**src/rtl/lif_timestep_scheduler_if.sv**
```systemverilog
// lif_timestep_scheduler_if: stimulus/config inputs and spike/status outputs of the LIF scheduler
interface lif_timestep_scheduler_if #(
  parameter int N_NEURONS = 4,
  parameter int WIDTH = 8,
  parameter int REFRAC_W = 2,
  localparam int IDX_W = $clog2(N_NEURONS)
);
  logic tick_i;
  logic cur_wr_en_i;
  logic [IDX_W-1:0] cur_wr_idx_i;
  logic [WIDTH-1:0] cur_wr_data_i;
  logic [WIDTH-1:0] thresh_i;
  logic [2:0] leak_shift_i;
  logic [REFRAC_W-1:0] refrac_i;
  logic [IDX_W-1:0] mem_rd_idx_i;
  logic [WIDTH-1:0] mem_rd_data_o;
  logic [N_NEURONS-1:0] spike_o;
  logic busy_o;
  logic done_o;
  logic overrun_o;
  modport master (
    output tick_i, cur_wr_en_i, cur_wr_idx_i, cur_wr_data_i, thresh_i, leak_shift_i, refrac_i, mem_rd_idx_i,
    input mem_rd_data_o, spike_o, busy_o, done_o, overrun_o
  );
  modport slave (
    input tick_i, cur_wr_en_i, cur_wr_idx_i, cur_wr_data_i, thresh_i, leak_shift_i, refrac_i, mem_rd_idx_i,
    output mem_rd_data_o, spike_o, busy_o, done_o, overrun_o
  );
endinterface

```
**src/rtl/lif_timestep_scheduler.sv**
```systemverilog
// lif_timestep_scheduler: sequences one shared leak/integrate/fire update per neuron per timestep
module lif_timestep_scheduler #(
  parameter int N_NEURONS = 4,
  parameter int WIDTH = 8,
  parameter int REFRAC_W = 2,
  localparam int IDX_W = $clog2(N_NEURONS)
) (
  input logic clk,
  input logic rst,
  lif_timestep_scheduler_if.slave bus
);
  typedef enum logic [1:0] {IDLE, UPDATE, DONE} state_t;
  state_t state, state_n;
  logic [IDX_W-1:0] idx;
  logic [WIDTH-1:0] v [N_NEURONS];
  logic [WIDTH-1:0] cur [N_NEURONS];
  logic [REFRAC_W-1:0] rc [N_NEURONS];
  logic [WIDTH-1:0] thr_s;
  logic [2:0] sh_s;
  logic [REFRAC_W-1:0] rf_s;
  logic [N_NEURONS-1:0] spk_sh, spk_nx, spike_q;
  logic overrun_q;
  logic [WIDTH-1:0] vl, sat;
  logic [WIDTH:0] sum;
  logic refr, fire, last;
  always_comb begin
    state_n = state == IDLE ? (bus.tick_i ? UPDATE : IDLE) : state == UPDATE ? (last ? DONE : UPDATE) : IDLE;
    vl = sh_s == 3'd0 ? v[idx] : v[idx] - (v[idx] >> sh_s);
    sum = {1'b0, vl} + {1'b0, cur[idx]};
    sat = sum[WIDTH] ? '1 : sum[WIDTH-1:0];
    refr = rc[idx] != '0;
    fire = !refr && sat >= thr_s;
    last = idx == IDX_W'(N_NEURONS - 1);
    spk_nx = spk_sh;
    spk_nx[idx] = fire;
  end
  assign bus.busy_o = state == UPDATE;
  assign bus.done_o = state == DONE;
  assign bus.spike_o = spike_q;
  assign bus.overrun_o = overrun_q;
  assign bus.mem_rd_data_o = 32'(bus.mem_rd_idx_i) < N_NEURONS ? v[bus.mem_rd_idx_i] : '0;
  always_ff @(posedge clk or posedge rst) begin
    if (rst) begin
      state <= IDLE;
      idx <= '0;
      thr_s <= '0;
      sh_s <= '0;
      rf_s <= '0;
      spk_sh <= '0;
      spike_q <= '0;
      overrun_q <= 1'b0;
      for (int i = 0; i < N_NEURONS; i++) begin
        v[i] <= '0;
        cur[i] <= '0;
        rc[i] <= '0;
      end
    end else begin
      state <= state_n;
      if (bus.tick_i && state != IDLE) overrun_q <= 1'b1;
      if (state == IDLE && bus.tick_i) begin
        idx <= '0;
        thr_s <= bus.thresh_i;
        sh_s <= bus.leak_shift_i;
        rf_s <= bus.refrac_i;
        spk_sh <= '0;
      end
      if (state == UPDATE) begin
        idx <= last ? '0 : idx + 1'b1;
        spk_sh <= spk_nx;
        v[idx] <= refr || fire ? '0 : sat;
        rc[idx] <= refr ? rc[idx] - 1'b1 : fire ? rf_s : rc[idx];
        if (last) spike_q <= spk_nx;
      end
      // the update above reads the pre-edge current, so a same-cycle write lands for the next step
      if (bus.cur_wr_en_i && 32'(bus.cur_wr_idx_i) < N_NEURONS) cur[bus.cur_wr_idx_i] <= bus.cur_wr_data_i;
    end
  end
endmodule

```
**src/flat_wrapper.sv**
```systemverilog
// flat-port wrapper written by rule: the top's interface ports become plain ports
module lif_timestep_scheduler_flat 
#(
  parameter int N_NEURONS = 4,
  parameter int WIDTH = 8,
  parameter int REFRAC_W = 2,
  localparam int IDX_W = $clog2(N_NEURONS)
)
  (clk, rst, bus_tick_i, bus_cur_wr_en_i, bus_cur_wr_idx_i, bus_cur_wr_data_i, bus_thresh_i, bus_leak_shift_i, bus_refrac_i, bus_mem_rd_idx_i, bus_mem_rd_data_o, bus_spike_o, bus_busy_o, bus_done_o, bus_overrun_o);
  lif_timestep_scheduler_if #(.N_NEURONS(N_NEURONS), .WIDTH(WIDTH), .REFRAC_W(REFRAC_W)) bus_i ();
  input logic clk;
  input logic rst;
  input wire logic [$bits(bus_i.tick_i)-1:0] bus_tick_i;
  input wire logic [$bits(bus_i.cur_wr_en_i)-1:0] bus_cur_wr_en_i;
  input wire logic [$bits(bus_i.cur_wr_idx_i)-1:0] bus_cur_wr_idx_i;
  input wire logic [$bits(bus_i.cur_wr_data_i)-1:0] bus_cur_wr_data_i;
  input wire logic [$bits(bus_i.thresh_i)-1:0] bus_thresh_i;
  input wire logic [$bits(bus_i.leak_shift_i)-1:0] bus_leak_shift_i;
  input wire logic [$bits(bus_i.refrac_i)-1:0] bus_refrac_i;
  input wire logic [$bits(bus_i.mem_rd_idx_i)-1:0] bus_mem_rd_idx_i;
  output wire logic [$bits(bus_i.mem_rd_data_o)-1:0] bus_mem_rd_data_o;
  output wire logic [$bits(bus_i.spike_o)-1:0] bus_spike_o;
  output wire logic [$bits(bus_i.busy_o)-1:0] bus_busy_o;
  output wire logic [$bits(bus_i.done_o)-1:0] bus_done_o;
  output wire logic [$bits(bus_i.overrun_o)-1:0] bus_overrun_o;
  assign bus_i.tick_i = bus_tick_i;
  assign bus_i.cur_wr_en_i = bus_cur_wr_en_i;
  assign bus_i.cur_wr_idx_i = bus_cur_wr_idx_i;
  assign bus_i.cur_wr_data_i = bus_cur_wr_data_i;
  assign bus_i.thresh_i = bus_thresh_i;
  assign bus_i.leak_shift_i = bus_leak_shift_i;
  assign bus_i.refrac_i = bus_refrac_i;
  assign bus_i.mem_rd_idx_i = bus_mem_rd_idx_i;
  assign bus_mem_rd_data_o = bus_i.mem_rd_data_o;
  assign bus_spike_o = bus_i.spike_o;
  assign bus_busy_o = bus_i.busy_o;
  assign bus_done_o = bus_i.done_o;
  assign bus_overrun_o = bus_i.overrun_o;
  lif_timestep_scheduler #(.N_NEURONS(N_NEURONS), .WIDTH(WIDTH), .REFRAC_W(REFRAC_W)) u_core (.clk(clk), .rst(rst), .bus(bus_i));
endmodule
```
**config.mk**
```make
export PLATFORM = sky130hd
export DESIGN_NAME = lif_timestep_scheduler_flat
export DESIGN_NICKNAME = d
export VERILOG_FILES = /design/src/rtl/lif_timestep_scheduler_if.sv /design/src/rtl/lif_timestep_scheduler.sv /design/src/flat_wrapper.sv
export SDC_FILE = /design/constraint.sdc
export NUM_CORES = 1
export LEC_CHECK = 0
export CAP_MARGIN = 20
export CORE_AREA = 4 4 132 134
export DETAILED_ROUTE_END_ITERATION = 12
export DIE_AREA = 0 0 136 138
export DONT_BUFFER_PORTS = 1
export PLACE_DENSITY = 0.49
export SYNTH_ARGS = -nofsm -noshare
export SYNTH_HDL_FRONTEND = slang
export SYNTH_SLANG_ARGS = --single-unit
```
**constraint.sdc**
```tcl
create_clock -name clk -period 8.85 [get_ports clk]
set_clock_uncertainty 0.05 [all_clocks]
set_input_delay 1.77 -clock clk [delete_from_list [all_inputs] [get_ports clk]]
set_output_delay 1.77 -clock clk [all_outputs]
set_load 0.05 [all_outputs]
```
### After elaboration in Yosys (flattened, before gate mapping)

Index checks and enable logic that the tools add are counted.

* $add $sub $neg: 4
* magnitude comparators: 8
* equal/unequal tests: 3
* shift operators: 1
* multiplexer cells: 38
* bitwise operators: 3
* reduce and logical (&&, ||, !) cells: 14

Operator list (count)
* 8-bit 2-to-1 mux: 11
* 32-bit bitwise mux: 2
* 8-bit binary-select mux with 2-bit select: 3
* 8-bit demux with 2-bit select: 2
* 2-bit 2-to-1 mux: 11
* 8-bit by 8-bit adder with 9-bit output: 1
* 3-bit greater-or-equal comparator, second input constant: 3
* 2-bit inverter with 3-bit output: 3
* 8-bit bitwise mux: 1
* 8-bit greater-or-equal comparator: 1
* 4-bit 2-to-1 mux: 2
* 8-bit by 3-bit right shift with 8-bit output: 1
* 8-bit subtractor: 1
* 1-bit logical AND: 6
* 3-bit by 1-bit < comparator with 1-bit output, second input constant: 2
* 2-bit nonzero test: 3
* 2-bit binary-select mux with 2-bit select: 1
* 4-bit bitwise mux: 1
* 2-bit demux with 2-bit select: 1
* 2-bit equality test, second input constant: 2
* 3-bit logical NOT: 1
* 2-bit by 3-bit < comparator with 1-bit output, second input constant: 1
* 2-bit by 1-bit adder with 2-bit output, second input constant: 1
* 1-bit demux with 2-bit select: 1
* 8 further kinds: 9

* register bits: 98
* input port bits: 29
* output and inout port bits: 15
* word-level logic and storage cells: 91

### Longest topological paths before layout

Gate-level depths: netlist of the first run.

* word-level depth: 14
* mapped depth: 28
* gate-level depth less buffers: 25

### Worst setup path after synthesis of the first run

OpenSTA, ideal clock, no wires.

* path type: register -> register
* start: register u_core.idx[0]
* end: register u_core.v[0] (netlist bit)
* setup time: 0.076 ns
* arrival: 5.990 ns
* required time: 8.724 ns
* path slack: 2.733 ns
* cell stages (with the launch flop): 26
* path through: dfrtp_1 buf_2 mux4_2 nor2b_1 a211oi_1 a211oi_1 a21oi_1 ha_1 nor2b_1 o21ai_0 a21o_1 a21boi_0 o31ai_1 ha_1 a21o_1 a211o_1 o22a_1 a2111oi_4 inv_1 ha_1 a41o_1 a21oi_1 o31ai_1 clkbuf_1 or3_4 o21ai_1

* longest elaborated chain between the ends: 14
* elaborated cells between the ends (all ways): 27
* classes of those cells: 2 x add/sub; 3 x order compare; 1 x shift; 15 x mux; 1 x bitwise; 5 x reduce/logical

Ends and longest elaborated chain
* from (decl): line lif_timestep_scheduler.sv:14 `logic [IDX_W-1:0] idx;`
* from (signal assigned): line lif_timestep_scheduler.sv:68 `idx <= last ? '0 : idx + 1'b1;`
* 2-bit inverter with 3-bit output *
* 8-bit binary-select mux with 2-bit select: line lif_timestep_scheduler.sv:28 `vl = sh_s == 3'd0 ? v[idx] : v[idx] - (v[idx] >> sh_s);`
* 8-bit 2-to-1 mux (not written as such) (2 in a row): line lif_timestep_scheduler.sv:28
* 8-bit by 3-bit right shift with 8-bit output: line lif_timestep_scheduler.sv:28
* 8-bit subtractor: line lif_timestep_scheduler.sv:28
* 8-bit 2-to-1 mux: line lif_timestep_scheduler.sv:28
* 8-bit by 8-bit adder with 9-bit output: line lif_timestep_scheduler.sv:29 `sum = {1'b0, vl} + {1'b0, cur[idx]};`
* 8-bit 2-to-1 mux: line lif_timestep_scheduler.sv:30 `sat = sum[WIDTH] ? '1 : sum[WIDTH-1:0];`
* 8-bit greater-or-equal comparator: line lif_timestep_scheduler.sv:32 `fire = !refr && sat >= thr_s;`
* 1-bit logical AND: line lif_timestep_scheduler.sv:32
* 1-bit logical OR: line lif_timestep_scheduler.sv:70 `v[idx] <= refr || fire ? '0 : sat;`
* 8-bit 2-to-1 mux: line lif_timestep_scheduler.sv:70
* 32-bit bitwise mux *: line lif_timestep_scheduler.sv:70
* to (signal, indexed assignment): line lif_timestep_scheduler.sv:70
* to (decl): line lif_timestep_scheduler.sv:15 `logic [WIDTH-1:0] v [N_NEURONS];`

Every way passes the cells marked *; elsewhere a longest branch is shown, timed or not. The select of a mux whose other input is x is not followed.
A chain may end at the register's enable or synchronous reset.

### Final worst setup path of the first run

* start: register u_core.idx[0]
* end: register u_core.v[4] (netlist bit)

The elaborated chain is that of the path after synthesis.

==> results.ini, run 1 <==
[clocking]
post_cts_resized = 0
cts.sinks = 97
cts_setup_buffers = 0
hold_buffers = 0
cts_buffer_depth = 2
htree_num_levels = 3
clk_pin_slew_worst_paths_ns = 0.07
cts_buffers = 9
root_buffer = clkbuf_16
clk-insertion-delay-late_ns = 0.36
cts_tree = done

[placed_design]
dp.final_hpwl_mm = 9.58
gp_congestion = 0.851
io_buffers = 0

[logic_synthesis]
synth_edf_count = 0
synth_area_um2 = 5560
seq_area_frac_synth_pct = 43.7
synthXorXnorAreaFrac_pct = 1.10
yosys.area_share.simple_pct = 11.4
yosys.area.top_type = dfrtp_1
synth_adder_area_share_pct = 6.80
synth_compound_area_share_pct = 14.0
async_flop_share_pct = 100
synth_top_flop_cell = dfrtp_1
synth_top_area_share_pct = 43.7
ys_ff_latch = 97
synth_top_family_by_area = multiplexers
ys_warn_count = 0
synthMuxAreaShare_pct = 19.7
netlist_instances = 500
yosysUniqueCellTypes = 49
ys_top_cells_by_area = dfrtp_1, mux4_2, mux2_2, ha_1, nand2_1
synth_area_per_cell_um2 = 11.1
synth_nets = 558

[routing]
drt_iter0_drc = 197
final_antenna_net_count = 0
wirelength_mm = 13.4
drt_pass1_iterations = 4
drc = 0
wl_per_cell_um = 18.5
via_count = 3843
viasPerCell = 5.33

[worst_setup_path]
startpoint_type = flop
crit_arrival_ns = 7.48
worstSetupPathType = reg2reg
crit_fanout = 17
endpoint_kind = flop
cp.required_ns = 9.08

[grt]
grtUsageTotal_pct = 14.9
antenna_found_initial = 0
grt_pass1_vias = 3963
overflow = 0
grt_pass1_wl_mm = 22.0
grt_max_degree = 66

[timing]
tightest_slew_ns = 0.992
holdWs_ns = 0.434
rsz0062_at_grt = no
setup_tns_ns = 0
fin_crit_ns = 7.25
finalHoldViolations = 0
fmax_mhz = 138
setup-violations-final = 0
timing.slew.headroom_pct = 33.9
slew_viol_final = 0
final.period_utilization_pct = 82.0

[layout]
n_antenna_cell = 0
layout_common_cells = dfrtp_1, nand2_1, mux2_2
fillers = 1585
drive_gt1_share_pct = 19.8
final_common_cell = dfrtp_1
num-nets-final = 554
area_growth_pct = 10.1

[worst_hold_path]
hold_path_class = reg2reg

[floorplan]
fp-row-count = 47
die_area_um2 = 18800
core_area_um2 = 16300
die_x_um = 136
die_height_um = 138
ios = 44
start_util_pct = 34.1

[outcome]
status = completed

[job]
cap_violations = 0

sequential cells by signal (all words and copies together), names as in the netlist:
register,cells
u_core.rc,8
u_core.bus.spike_o,4
u_core.spk_sh,3
u_core.bus.overrun_o,1
u_core.idx,2
u_core.sh_s,3
u_core.thr_s,8
u_core.v,32
u_core.rf_s,2
u_core.state,2
u_core.cur,32
cell families after synthesis:
family | count (synthesis)
adders and majority gates | 29
muxes | 72
DFF | 97
buffers and inverters | 45
AOI/OAI and AO/OA | 120
xor gates and xnor gates | 7
and+or+nand+nor | 130
per-layer routing:
| layer | GRT usage [%] | vias to the layer above | wire length [um] | part of all wire, % |
|---|---|---|---|---|
| met4 | 5.25 | 0 | 190 | 1.4 |
| li1 | - | 1827 | - | - |
| met3 | 3.05 | 13 | 592 | 4.4 |
| met5 | 0 | - | 0 | 0 |
| met2 | 23.0 | 66 | 6260 | 47 |
| met1 | 20.8 | 1937 | 6320 | 47 |
critical path: stages (launching register included):
cell,delay [ns]
dfrtp_1,0.63
buf_4,0.41
mux4_2,0.66
a211oi_1,0.27
a211oi_1,0.08
a21oi_1,0.29
ha_1,0.29
nor2b_1,0.12
o21ai_0,0.24
a21o_1,0.20
a21boi_0,0.10
o31ai_1,0.39
ha_1,0.37
a21o_1,0.22
a211o_1,0.29
o22a_1,0.31
nor2_1,0.48
ha_1,0.33
nand2b_1,0.13
a2111oi_0,0.41
o31ai_1,0.11
buf_4,0.18
or3_4,0.44
o21ai_1,0.14
path summary, 6_finish.rpt:
kind	from	to	slack (ns)	cells after the start
max	u_core.idx[0]	u_core.v[4]	1.60	23
min	u_core.rc[2]	u_core.rc[2]	0.43	2
max reg2reg	u_core.idx[0]	u_core.v[4]	1.60	23
min reg2reg	u_core.rc[2]	u_core.rc[2]	0.43	2
max in group asynchronous	rst	u_core.v[10]	6.35	2
min in group asynchronous	rst	u_core.cur[9]	1.24	1
metrics by stage:
stage	cell area, um2	util, %	cells	setup WS (ns)
5_1_grt	6120	37.6	721	0.976
3_5_place_dp	5790	35.6	705	1.59
6_report	6120	37.6	721	1.60
3_3_place_gp	5790	35.6	705	1.60
4_1_cts	6120	37.6	721	1.54
2_1_floorplan	5560	-	500	2.73
layout make-up:
cell class	count	area (um2)	area share, %
Clock inverter	7	101	1.66
Inverter	25	96.3	1.57
Clock buffer	9	225	3.68
Tap cell	220	275	4.50
Sequential cell	97	2430	39.7
Multi-Input combinational cell	358	2960	48.3
Timing Repair Buffer	5	37.5	0.613
Yosys cell counts (3+ instances only):
master and instances:
nor2_1 19, a211oi_1 7, nand3b_1 3, nand3_1 3, mux2i_1 6, buf_1 4, clkbuf_1 11, buf_2 4
a21oi_1 11, nor2b_1 3, a21o_1 6, o21ai_0 37, nand2_1 63, mux4_2 26, o21ai_1 24, mux2_2 40
nor3b_1 7, inv_1 24, a22o_1 8, dfrtp_1 97, nor3_1 9, or3_4 4, ha_1 27, xnor2_1 7
nand2b_1 7, o31ai_1 9
Power of run 1 is left out: the tool's default activity adds up to more than one toggle a clock period on the data nets, which glitch-free logic cannot reach.
==> run 2, diff against run 1 <==
- PLACE_DENSITY: 0.49 -> 0.51
- clock period: 8.85 -> 6.52 ns (I/O delays scaled with it)
==> results.ini, run 2 (synthesis gave the netlist of run 1 again) <==
[floorplan]
fp-row-count = 47  ; unchanged
die_x_um = 136  ; unchanged
die_area_um2 = 18800  ; unchanged
core_area_um2 = 16300  ; unchanged
start_util_pct = 34.1  ; unchanged
die_height_um = 138  ; unchanged
ios = 44  ; unchanged

[layout]
area_growth_pct = 12.3
drive_gt1_share_pct = 23.8  ; +4.0 points
layout_common_cells = dfrtp_1, nand2_1, mux2_2
final_common_cell = dfrtp_1
top_regs = u_core.cur (32), u_core.v (32)
fillers = 1577  ; -0.50%
final_core_util_pct = 38.3  ; +0.78 points
n_antenna_cell = 0  ; unchanged
stdcell_area_um2 = 6240  ; +2.1%
num-nets-final = 570  ; +2.9%

[timing]
final.period_utilization_pct = 94.9  ; +13 points
fmax_mhz = 162  ; +17%
setup-violations-final = 0  ; unchanged
setup_tns_ns = 0  ; unchanged
finalHoldViolations = 0  ; unchanged
tightest_slew_ns = 0.984  ; -0.00770 ns
slew_viol_final = 0  ; unchanged
rsz0062_at_grt = no
holdWs_ns = 0.424  ; -0.00965 ns
fin_crit_ns = 6.19  ; -1.07 ns
timing.slew.headroom_pct = 34.4  ; +0.51 points

[worst_setup_path]
cp.buffers_inverters = 5  ; +3
critical_path.top_delay_family = compound AO/OA/AOI/OAI gates
cpPeakStageDelay_ns = 0.58  ; -0.08 ns
crit_arrival_ns = 6.41  ; -1.07 ns
endpoint_kind = flop
worstSetupPathType = reg2reg
crit_fanout = 8  ; -9
crit_chain = buf_4, mux4_2, mux2_2, o21ai_0, mux2i_1, ha_1, inv_1, fa_1, mux2_2, fa_1, a211oi_1, nor4_2, o22a_1, buf_4, a2111oi_4, inv_1, ha_1, a41o_1, a21oi_1, o31ai_2, buf_4, or3_4, o21ai_1
startpoint_type = flop
slowest_stage = mux4_2
crit_top_cell = buf_4
cp.required_ns = 6.74  ; -2.34 ns

[routing]
final_antenna_net_count = 0  ; unchanged
wirelength_mm = 13.2  ; -1.0%
wl_per_cell_um = 17.9  ; -3.2%
drc = 0  ; unchanged
via_count = 3923  ; +2.1%
met2_length_mm = 6.23  ; -0.48%
wl_met3_um = 632  ; +6.8%
routed.top_layer = met4
drt_pass1_iterations = 4  ; unchanged
viasPerCell = 5.32  ; -0.13%
drt_iter0_drc = 206  ; +4.6%
route.layer.met1.wl_mm = 6.13  ; -3.0%

[grt]
antenna_found_initial = 0  ; unchanged
grt_pass1_vias = 4053  ; +2.3%
overflow = 0  ; unchanged
grt_pass1_wl_mm = 21.7  ; -1.4%
grtUsageTotal_pct = 14.8  ; -0.049 points
grt_max_degree = 78  ; +18%

[placed_design]
io_buffers = 0  ; unchanged
placed_area_um2 = 5870  ; +1.4%
dp.final_hpwl_mm = 9.71  ; +1.4%
gp_congestion = 0.841  ; -1.2%

[clocking]
cts_buffers = 9  ; unchanged
cts_buffer_depth = 2  ; unchanged
cts_tree = done
clk_pin_slew_worst_paths_ns = 0.07  ; about the same
cts.sinks = 97  ; unchanged
root_buffer = clkbuf_16
hold_buffers = 0  ; unchanged
htree_num_levels = 3  ; unchanged
clk-insertion-delay-late_ns = 0.36  ; about the same

[worst_hold_path]
hold_path_class = reg2reg

[outcome]
status = completed

[job]
cap_violations = 0  ; unchanged

[run 2: final cells by class]
cell class,instances,area [um2],area share (%)
inverter,25,96.3,1.54
timing repair buffer,21,158,2.52
clock buffer,10,239,3.83
tap,220,275,4.41
clock inverter,6,65.1,1.04
sequential,97,2430,38.9
multi-input combinational,358,2980,47.7
[run 2: timing repair]
| action | in CTS | in global routing |
|---|---|---|
| endpoints found under the setup margin | 0 | 47 |
| gates resized for setup | 0 | 10 |
| buffers inserted | 0 | 5 |
[run 2: per-layer routing]
metal,track usage (%),up-vias
met5,0,-
met4,5.20,0
li1,-,1863
met3,4.22,13
met1,20.2,1977
met2,22.7,70
[run 2: worst paths after layout]
| kind | startpoint | to | slack, ns | cells after the start |
|---|---|---|---|---|
| setup reg to reg | u_core.idx[0] | u_core.v[19] | 0.33 | 23 |
| max in group asynchronous | rst | u_core.idx[0] | 4.38 | 2 |
| setup / recovery | u_core.idx[0] | u_core.v[19] | 0.33 | 23 |
| hold reg to reg | u_core.rc[0] | u_core.rc[0] | 0.42 | 2 |
| hold / removal | u_core.rc[0] | u_core.rc[0] | 0.42 | 2 |
| min in group asynchronous | rst | u_core.cur[10] | 0.71 | 1 |
[run 2: stage by stage]
step                      instances  worst slack [ns]
after floorplan                 500             0.403
after global routing            737           0.00564
after detailed placement        716            0.0812
after global placement          716             0.199
after CTS                       732            0.0510
final                           737             0.332
[run 2: worst reg2reg max path, stage by stage, from the launching register on]
cell and delay [ns]:
dfrtp_2 0.37, buf_4 0.14, mux4_2 0.58, mux2_2 0.31
o21ai_0 0.21, mux2i_1 0.13, ha_1 0.21, inv_1 0.07
fa_1 0.40, mux2_2 0.32, fa_1 0.46, a211oi_1 0.38
nor4_2 0.11, o22a_1 0.19, buf_4 0.17, a2111oi_4 0.35
inv_1 0.08, ha_1 0.32, a41o_1 0.22, a21oi_1 0.14
o31ai_2 0.12, buf_4 0.19, or3_4 0.43, o21ai_1 0.14
Power of run 2 is left out for the same reason.
